## src/rtl/pmod_pixel_streamer_if.sv

```systemverilog
// Pixel-in / PMOD-out signal bundle for the pixel streamer.
// slave  : the streamer's view (consumes pixels and ack, drives the PMOD bus)
// master : the environment's view (camera side and external receiver)
interface pmod_pixel_streamer_if;
  logic [18:0] pix_addr_i;
  logic [3:0]  pix_data_i;
  logic        pix_wr_i;
  logic [7:0]  pmod_data_o;
  logic        pmod_sof_o;
  logic        pmod_stb_o;
  logic        pmod_ack_i;

  modport slave (
    input  pix_addr_i, pix_data_i, pix_wr_i, pmod_ack_i,
    output pmod_data_o, pmod_sof_o, pmod_stb_o
  );

  modport master (
    output pix_addr_i, pix_data_i, pix_wr_i, pmod_ack_i,
    input  pmod_data_o, pmod_sof_o, pmod_stb_o
  );
endinterface

```

## src/rtl/pmod_pixel_streamer.sv

```systemverilog
// Packs 4-bit pixel pairs into bytes, buffers them in a small FIFO and
// ships them over an 8-bit PMOD bus with a 4-phase strobe/ack handshake.
// FIFO entry = {sof, byte}; byte = {odd pixel, even pixel}.
module pmod_pixel_streamer #(
  parameter int FIFO_DEPTH_G  = 16,
  parameter int SETUP_HOLD_G  = 4,
  parameter int ACK_TIMEOUT_G = 1_000_000
) (
  input  logic                              clk_i,
  input  logic                              rst_i,
  pmod_pixel_streamer_if.slave              bus,
  output logic                              overflow_o,
  output logic                              timeout_o,
  output logic [$clog2(FIFO_DEPTH_G):0]     fifo_level_o
);

  localparam int AW = $clog2(FIFO_DEPTH_G);
  localparam int LW = AW + 1;
  localparam int CW = $clog2(ACK_TIMEOUT_G + SETUP_HOLD_G + 1);

  typedef enum logic [1:0] {IDLE, SETUP, STB, RELEASE} state_t;

  // ack synchroniser
  logic ack_meta_q, ack_s_q;

  // packer state
  logic [3:0] held_q;
  logic       pend_q;
  logic       sofp_q;

  // FIFO state
  logic [8:0]    mem_q [FIFO_DEPTH_G];
  logic [AW-1:0] wr_ptr_q, rd_ptr_q;
  logic [LW-1:0] level_q, level_d;

  // output FSM state
  state_t        state_q;
  logic [CW-1:0] cnt_q;
  logic [7:0]    data_q;
  logic          sof_q;
  logic          stb_q;

  logic overflow_q, timeout_q;

  logic wr_even, push, full, empty, pop, push_ok, drop, tmo_hit;
  logic [8:0] push_word;

  // Datapath decode: a pair completes on an odd write with a nibble held.
  // When full, a same-edge pop frees the slot, so the push still lands.
  always_comb begin
    wr_even   = bus.pix_wr_i & ~bus.pix_addr_i[0];
    push      = bus.pix_wr_i &  bus.pix_addr_i[0] & pend_q;
    full      = (level_q == LW'(FIFO_DEPTH_G));
    empty     = (level_q == '0);
    pop       = (state_q == IDLE) & ~empty;
    push_ok   = push & (~full | pop);
    drop      = push & ~push_ok;
    push_word = {sofp_q, bus.pix_data_i, held_q};
    // An ack seen in STB wins over a timeout on the same cycle.
    tmo_hit   = ((state_q == STB && !ack_s_q) || (state_q == RELEASE && ack_s_q))
                && (cnt_q == CW'(ACK_TIMEOUT_G - 1));
    level_d   = level_q;
    case ({push_ok, pop})
      2'b10:   level_d = level_q + LW'(1);
      2'b01:   level_d = level_q - LW'(1);
      default: level_d = level_q;
    endcase
  end

  // Two-flop synchroniser for the asynchronous receiver ack
  always_ff @(posedge clk_i or posedge rst_i) begin
    if (rst_i) begin
      ack_meta_q <= 1'b0;
      ack_s_q    <= 1'b0;
    end else begin
      ack_meta_q <= bus.pmod_ack_i;
      ack_s_q    <= ack_meta_q;
    end
  end

  // Packer: hold even nibble, pair it with the next odd one; track frame start
  always_ff @(posedge clk_i or posedge rst_i) begin
    if (rst_i) begin
      held_q <= '0;
      pend_q <= 1'b0;
      sofp_q <= 1'b0;
    end else if (wr_even) begin
      held_q <= bus.pix_data_i;
      pend_q <= 1'b1;
      if (bus.pix_addr_i == '0) sofp_q <= 1'b1;
    end else if (push) begin
      pend_q <= 1'b0;
      // a dropped frame-start byte leaves the flag for the next byte
      if (push_ok) sofp_q <= 1'b0;
    end
  end

  // FIFO storage, no reset needed: occupancy is tracked by the pointers
  always_ff @(posedge clk_i) begin
    if (push_ok) mem_q[wr_ptr_q] <= push_word;
  end

  // FIFO pointers and occupancy
  always_ff @(posedge clk_i or posedge rst_i) begin
    if (rst_i) begin
      wr_ptr_q <= '0;
      rd_ptr_q <= '0;
      level_q  <= '0;
    end else begin
      if (push_ok) wr_ptr_q <= wr_ptr_q + AW'(1);
      if (pop)     rd_ptr_q <= rd_ptr_q + AW'(1);
      level_q <= level_d;
    end
  end

  // Sticky error flags; a pushed frame-start byte clears them
  always_ff @(posedge clk_i or posedge rst_i) begin
    if (rst_i) begin
      overflow_q <= 1'b0;
      timeout_q  <= 1'b0;
    end else begin
      if (push_ok && sofp_q) begin
        overflow_q <= 1'b0;
        timeout_q  <= 1'b0;
      end
      if (drop)    overflow_q <= 1'b1;
      if (tmo_hit) timeout_q  <= 1'b1;
    end
  end

  // Output handshake FSM; data/sof only change when a byte is popped
  always_ff @(posedge clk_i or posedge rst_i) begin
    if (rst_i) begin
      state_q <= IDLE;
      cnt_q   <= '0;
      data_q  <= '0;
      sof_q   <= 1'b0;
      stb_q   <= 1'b0;
    end else begin
      case (state_q)
        IDLE: begin
          if (!empty) begin
            data_q  <= mem_q[rd_ptr_q][7:0];
            sof_q   <= mem_q[rd_ptr_q][8];
            cnt_q   <= '0;
            state_q <= SETUP;
          end
        end
        SETUP: begin
          if (cnt_q == CW'(SETUP_HOLD_G - 1)) begin
            cnt_q   <= '0;
            stb_q   <= 1'b1;
            state_q <= STB;
          end else begin
            cnt_q <= cnt_q + CW'(1);
          end
        end
        STB: begin
          if (ack_s_q) begin
            stb_q   <= 1'b0;
            cnt_q   <= cnt_q + CW'(1);
            state_q <= RELEASE;
          end else if (tmo_hit) begin
            stb_q   <= 1'b0;
            state_q <= IDLE;
          end else begin
            cnt_q <= cnt_q + CW'(1);
          end
        end
        RELEASE: begin
          if (!ack_s_q || tmo_hit) state_q <= IDLE;
          else                     cnt_q   <= cnt_q + CW'(1);
        end
        default: state_q <= IDLE;
      endcase
    end
  end

  assign bus.pmod_data_o = data_q;
  assign bus.pmod_sof_o  = sof_q;
  assign bus.pmod_stb_o  = stb_q;
  assign overflow_o      = overflow_q;
  assign timeout_o       = timeout_q;
  assign fifo_level_o    = level_q;

endmodule

```

## src/flat_wrapper.sv

```systemverilog
// flat-port wrapper written by rule: the top's interface ports become plain ports
module pmod_pixel_streamer_flat 
#(
  parameter int FIFO_DEPTH_G  = 16,
  parameter int SETUP_HOLD_G  = 4,
  parameter int ACK_TIMEOUT_G = 1_000_000
)
  (clk_i, rst_i, overflow_o, timeout_o, fifo_level_o, bus_pix_addr_i, bus_pix_data_i, bus_pix_wr_i, bus_pmod_ack_i, bus_pmod_data_o, bus_pmod_sof_o, bus_pmod_stb_o);
  pmod_pixel_streamer_if bus_i ();
  input  logic clk_i;
  input  logic rst_i;
  output logic overflow_o;
  output logic timeout_o;
  output logic [$clog2(FIFO_DEPTH_G):0] fifo_level_o;
  input wire logic [$bits(bus_i.pix_addr_i)-1:0] bus_pix_addr_i;
  input wire logic [$bits(bus_i.pix_data_i)-1:0] bus_pix_data_i;
  input wire logic [$bits(bus_i.pix_wr_i)-1:0] bus_pix_wr_i;
  input wire logic [$bits(bus_i.pmod_ack_i)-1:0] bus_pmod_ack_i;
  output wire logic [$bits(bus_i.pmod_data_o)-1:0] bus_pmod_data_o;
  output wire logic [$bits(bus_i.pmod_sof_o)-1:0] bus_pmod_sof_o;
  output wire logic [$bits(bus_i.pmod_stb_o)-1:0] bus_pmod_stb_o;
  assign bus_i.pix_addr_i = bus_pix_addr_i;
  assign bus_i.pix_data_i = bus_pix_data_i;
  assign bus_i.pix_wr_i = bus_pix_wr_i;
  assign bus_i.pmod_ack_i = bus_pmod_ack_i;
  assign bus_pmod_data_o = bus_i.pmod_data_o;
  assign bus_pmod_sof_o = bus_i.pmod_sof_o;
  assign bus_pmod_stb_o = bus_i.pmod_stb_o;
  pmod_pixel_streamer #(.FIFO_DEPTH_G(FIFO_DEPTH_G), .SETUP_HOLD_G(SETUP_HOLD_G), .ACK_TIMEOUT_G(ACK_TIMEOUT_G)) u_core (.clk_i(clk_i), .rst_i(rst_i), .bus(bus_i), .overflow_o(overflow_o), .timeout_o(timeout_o), .fifo_level_o(fifo_level_o));
endmodule
```

## config.mk

```make
export PLATFORM = sky130hd
export DESIGN_NAME = pmod_pixel_streamer_flat
export DESIGN_NICKNAME = d
export VERILOG_FILES = /design/src/rtl/pmod_pixel_streamer_if.sv /design/src/rtl/pmod_pixel_streamer.sv /design/src/flat_wrapper.sv
export SDC_FILE = /design/constraint.sdc
export NUM_CORES = 1
export LEC_CHECK = 0
export CORE_MARGIN = 4
export CORE_UTILIZATION = 43
export CTS_BUF_LIST = sky130_fd_sc_hd__clkbuf_16
export DETAILED_ROUTE_END_ITERATION = 16
export PLACE_DENSITY = 0.63
export SYNTH_ARGS = -nofsm -noshare
export SYNTH_HDL_FRONTEND = slang
export SYNTH_SLANG_ARGS = --single-unit
```

## constraint.sdc

```tcl
create_clock -name clk_i -period 4.07 [get_ports clk_i]
set_clock_uncertainty 0.2 [all_clocks]
set_input_delay 0.6105 -clock clk_i [delete_from_list [all_inputs] [get_ports clk_i]]
set_output_delay 0.6105 -clock clk_i [all_outputs]
set_load 0.03 [all_outputs]
```

==> flow_summary_export.csv <==
group,metric,value,unit
timing,worst_pin_slew,1.057,ns
timing,slew_headroom,29.54,%
clocking,cts_buffer_depth,2,
place,pre_cts_ws,0.9345,ns
clocking,ctsResizeCount,0,
setup_path,criticalPathCategory,"flop to flop",
die,coreArea,0.01953,mm^2
synthesis,synth_nets,570,
routing,wl_per_cell,20.40,um
timing,setup_viol,0,
clocking,cts_sinks,199,
hold_path,hold_class,"flop to flop",
clocking,root_buffer,"clkbuf_16",
layout,nets,624,
layout,fill_cells,1634,
routing,vias,4805,
die,initial_utilization,43.78,%
setup_path,critPathRequiredTime,4.22,ns
synthesis,avgSynthCellArea,16.19,um^2
setup_path,worstSetupStartpointType,"flop",
outcome,status,"finished, final reports clean",
timing,slew_violations,0,
clocking,cts_made_buffers,17,
grt,grt_use_total,17.00,%
synthesis,netlist_instances,528,
place,gp_congestion,0.8108,
synthesis,synth_common_cells,"edfxtp_1 (144), dfrtp_1 (55), nand2_1 (48)",
synthesis,yosysTopAreaCellShare,50.59,%
die,row_count,51,
die,dieHeight,149.0,um
setup_path,cp_slowest_cell,"or4_1",
layout,post-route-cell-area,0.009908,mm^2
hold_path,hold_start,"u_core.ack_meta_q",
die,die_w,149.0,um
synthesis,yosys_register_bits,199,
place,place_hpwl,11.72,mm
timing,min_period_over_period,75.73,%
run,cap_violations,0,
synthesis,ys.flop_type,"edfxtp_1",
setup_path,max_stage_delay,0.60,ns
power_and_ir_drop,p_leak,3.570,nW
place,place_area,0.009304,mm^2
layout,final_core_util,50.74,%
clocking,cts_tree,"done",
setup_path,cp.arrival,3.23,ns
synthesis,synth_largest_area_cell,"edfxtp_1",
setup_path,startpoint,"u_core.fifo_level_o[0]",
layout,layout-drive-gt1-share,18.99,%
timing,fin_tns_setup,0,ns
setup_path,r2r_start,"u_core.fifo_level_o[0]",
synthesis,synth_edf_count,144,
synthesis,synth.area.top_cells,"edfxtp_1 (51%), dfrtp_1 (16%), mux4_2 (12%), nand2_1 (2.1%), ha_1 (2.0%)",
clocking,ctsHoldBuffers,0,
power_and_ir_drop,ir_drop,344.7,uV
synthesis,synth_seq_area_share,66.69,%
setup_path,end_kind,"flop",
routing,postRouteWirelength,17.54,mm
grt,grt_antenna_before_repair,0,
setup_path,worstPathMaxFanout,13,
die,die_area,0.02220,mm^2
synthesis,async_flop_share,27.64,%
timing,fin_crit,3.082,ns
grt,grt_pass1_vias,5096,
timing,hold_viol,0,
timing,clock.fmax,0.3245,GHz
clocking,post_cts_buffers,0,
layout,diodes,0,
synthesis,synth-warning-count,0,
synthesis,synthDistinctLibCells,59,
grt,grt_pass1_wl,28.78,mm
routing,drt.antenna.violating_nets,0,
grt,gr-total-overflow,0,
timing,rsz0062_at_grt,"no",
grt,grt_max_degree,46,
routing,drc,0,
routing,avgViaCountPerCell,5.587,
layout,area_growth_syn_to_layout,15.91,%
routing,drt_iter0_drc,364,
setup_path,crit_chain,"or4_1, o21a_1, nand2_1, inv_1, ha_1, a21o_1, a21oi_1, mux2i_1, xor2_1",
synthesis,yosysMostFrequentCell,"edfxtp_1",
die,io_pins,44,
clocking,path_clk_slew,0.07,ns
synthesis,synth_area,0.008548,mm^2
setup_path,cp_num_buf_inv,1,
clocking,htree_levels,4,
place,portBuffers,43,
clocking,clk_latency,0.43,ns
power_and_ir_drop,pwr_density_cell,650.8,mW/mm^2
timing,worst_slack,0.9879,ns
setup_path,crit_family,"simple AND/OR/NAND/NOR gates",
routing,first_pass_iters,5,
registers in the layout (all words and copies together) (netlist names), 2 cells and up:
| name | flops |
|---|---|
| u_core.mem_q | 144 |
| u_core.cnt_q | 20 |
| u_core.bus.pmod_data_o | 8 |
| u_core.fifo_level_o | 5 |
| u_core.held_q | 4 |
| u_core.rd_ptr_q | 4 |
| u_core.wr_ptr_q | 4 |
| u_core.state_q | 2 |
kinds of logic after synthesis:
group                    count (synthesis)  share of synthesized area (%)
flip-flops                             199                          66.69
AO/OA/AOI/OAI                           62                          5.577
multiplexers                            54                          13.00
adder cells (fa/ha/maj)                 15                          2.283
XOR/XNOR                                10                          1.025
buffers and inverters                   37                          1.844
AND/OR/NAND/NOR                        151                          9.587
report_power, final:
part           total [mW]  switching, mW  internal [mW]
clock                1.71          0.771          0.935
sequential           2.66          0.275           2.38
combinational        2.08           1.09          0.997
cell type report:
| type | instances | area [um^2] | share of cell area [%] |
|---|---|---|---|
| clock inverter | 13 | 128.9 | 1.301 |
| timing repair buffer | 54 | 513.0 | 5.177 |
| multi-input combinational | 292 | 2690 | 27.15 |
| inverter | 18 | 67.56 | 0.6819 |
| tap | 265 | 331.6 | 3.346 |
| sequential | 199 | 5702 | 57.55 |
| clock buffer | 19 | 475.5 | 4.799 |
metal layers:
metal / vias to the layer above / part of all wire, % / track usage, %
met5: - / 0 / 0
li1: 2194 / - / -
met2: 121 / 49 / 27.45
met3: 14 / 3.9 / 3.586
met1: 2476 / 46 / 23.83
met4: 0 / 1.1 / 4.348
final timing paths:
check,slack [ns],endpoint,depth (start not counted)
setup / recovery,0.99,u_core.fifo_level_o[4],9
hold / removal,0.15,u_core.ack_s_q,0
setup reg to reg,0.99,u_core.fifo_level_o[4],9
hold reg to reg,0.15,u_core.ack_s_q,0
max in group asynchronous,2.35,u_core.cnt_q[12],3
min in group asynchronous,0.54,u_core.bus.pmod_data_o[3],2
cell usage in the layout, fill, tap and decap left out, types with 4 or more instances in the layout:
cell type and instances:
a21oi_1 7, a221o_1 10, and2_1 5, and3_1 13, and4_1 5, buf_4 11, clkbuf_16 19, clkdlybuf4s50_1 43
dfrtp_1 54, edfxtp_1 144, ha_1 14, inv_1 17, inv_8 4, mux2_2 6, mux4_2 45, nand2_1 48
nand3_1 14, nand4_1 8, nor2_1 17, nor3_1 6, nor3b_1 5, nor4_1 7, o21ai_0 13, or3_1 4
xnor2_1 9
stage by stage:
stage                     power, mW  hold WS (ns)  std cells
after CTS                     6.526        0.1566        860
after global placement        4.773        0.1418        828
after floorplan               4.171        0.1312        528
after detailed placement      4.806        0.1402        828
after global routing          6.819        0.1651        860
final                         6.448        0.1532        860
No activity file was read; power rests on OpenSTA's default activity.
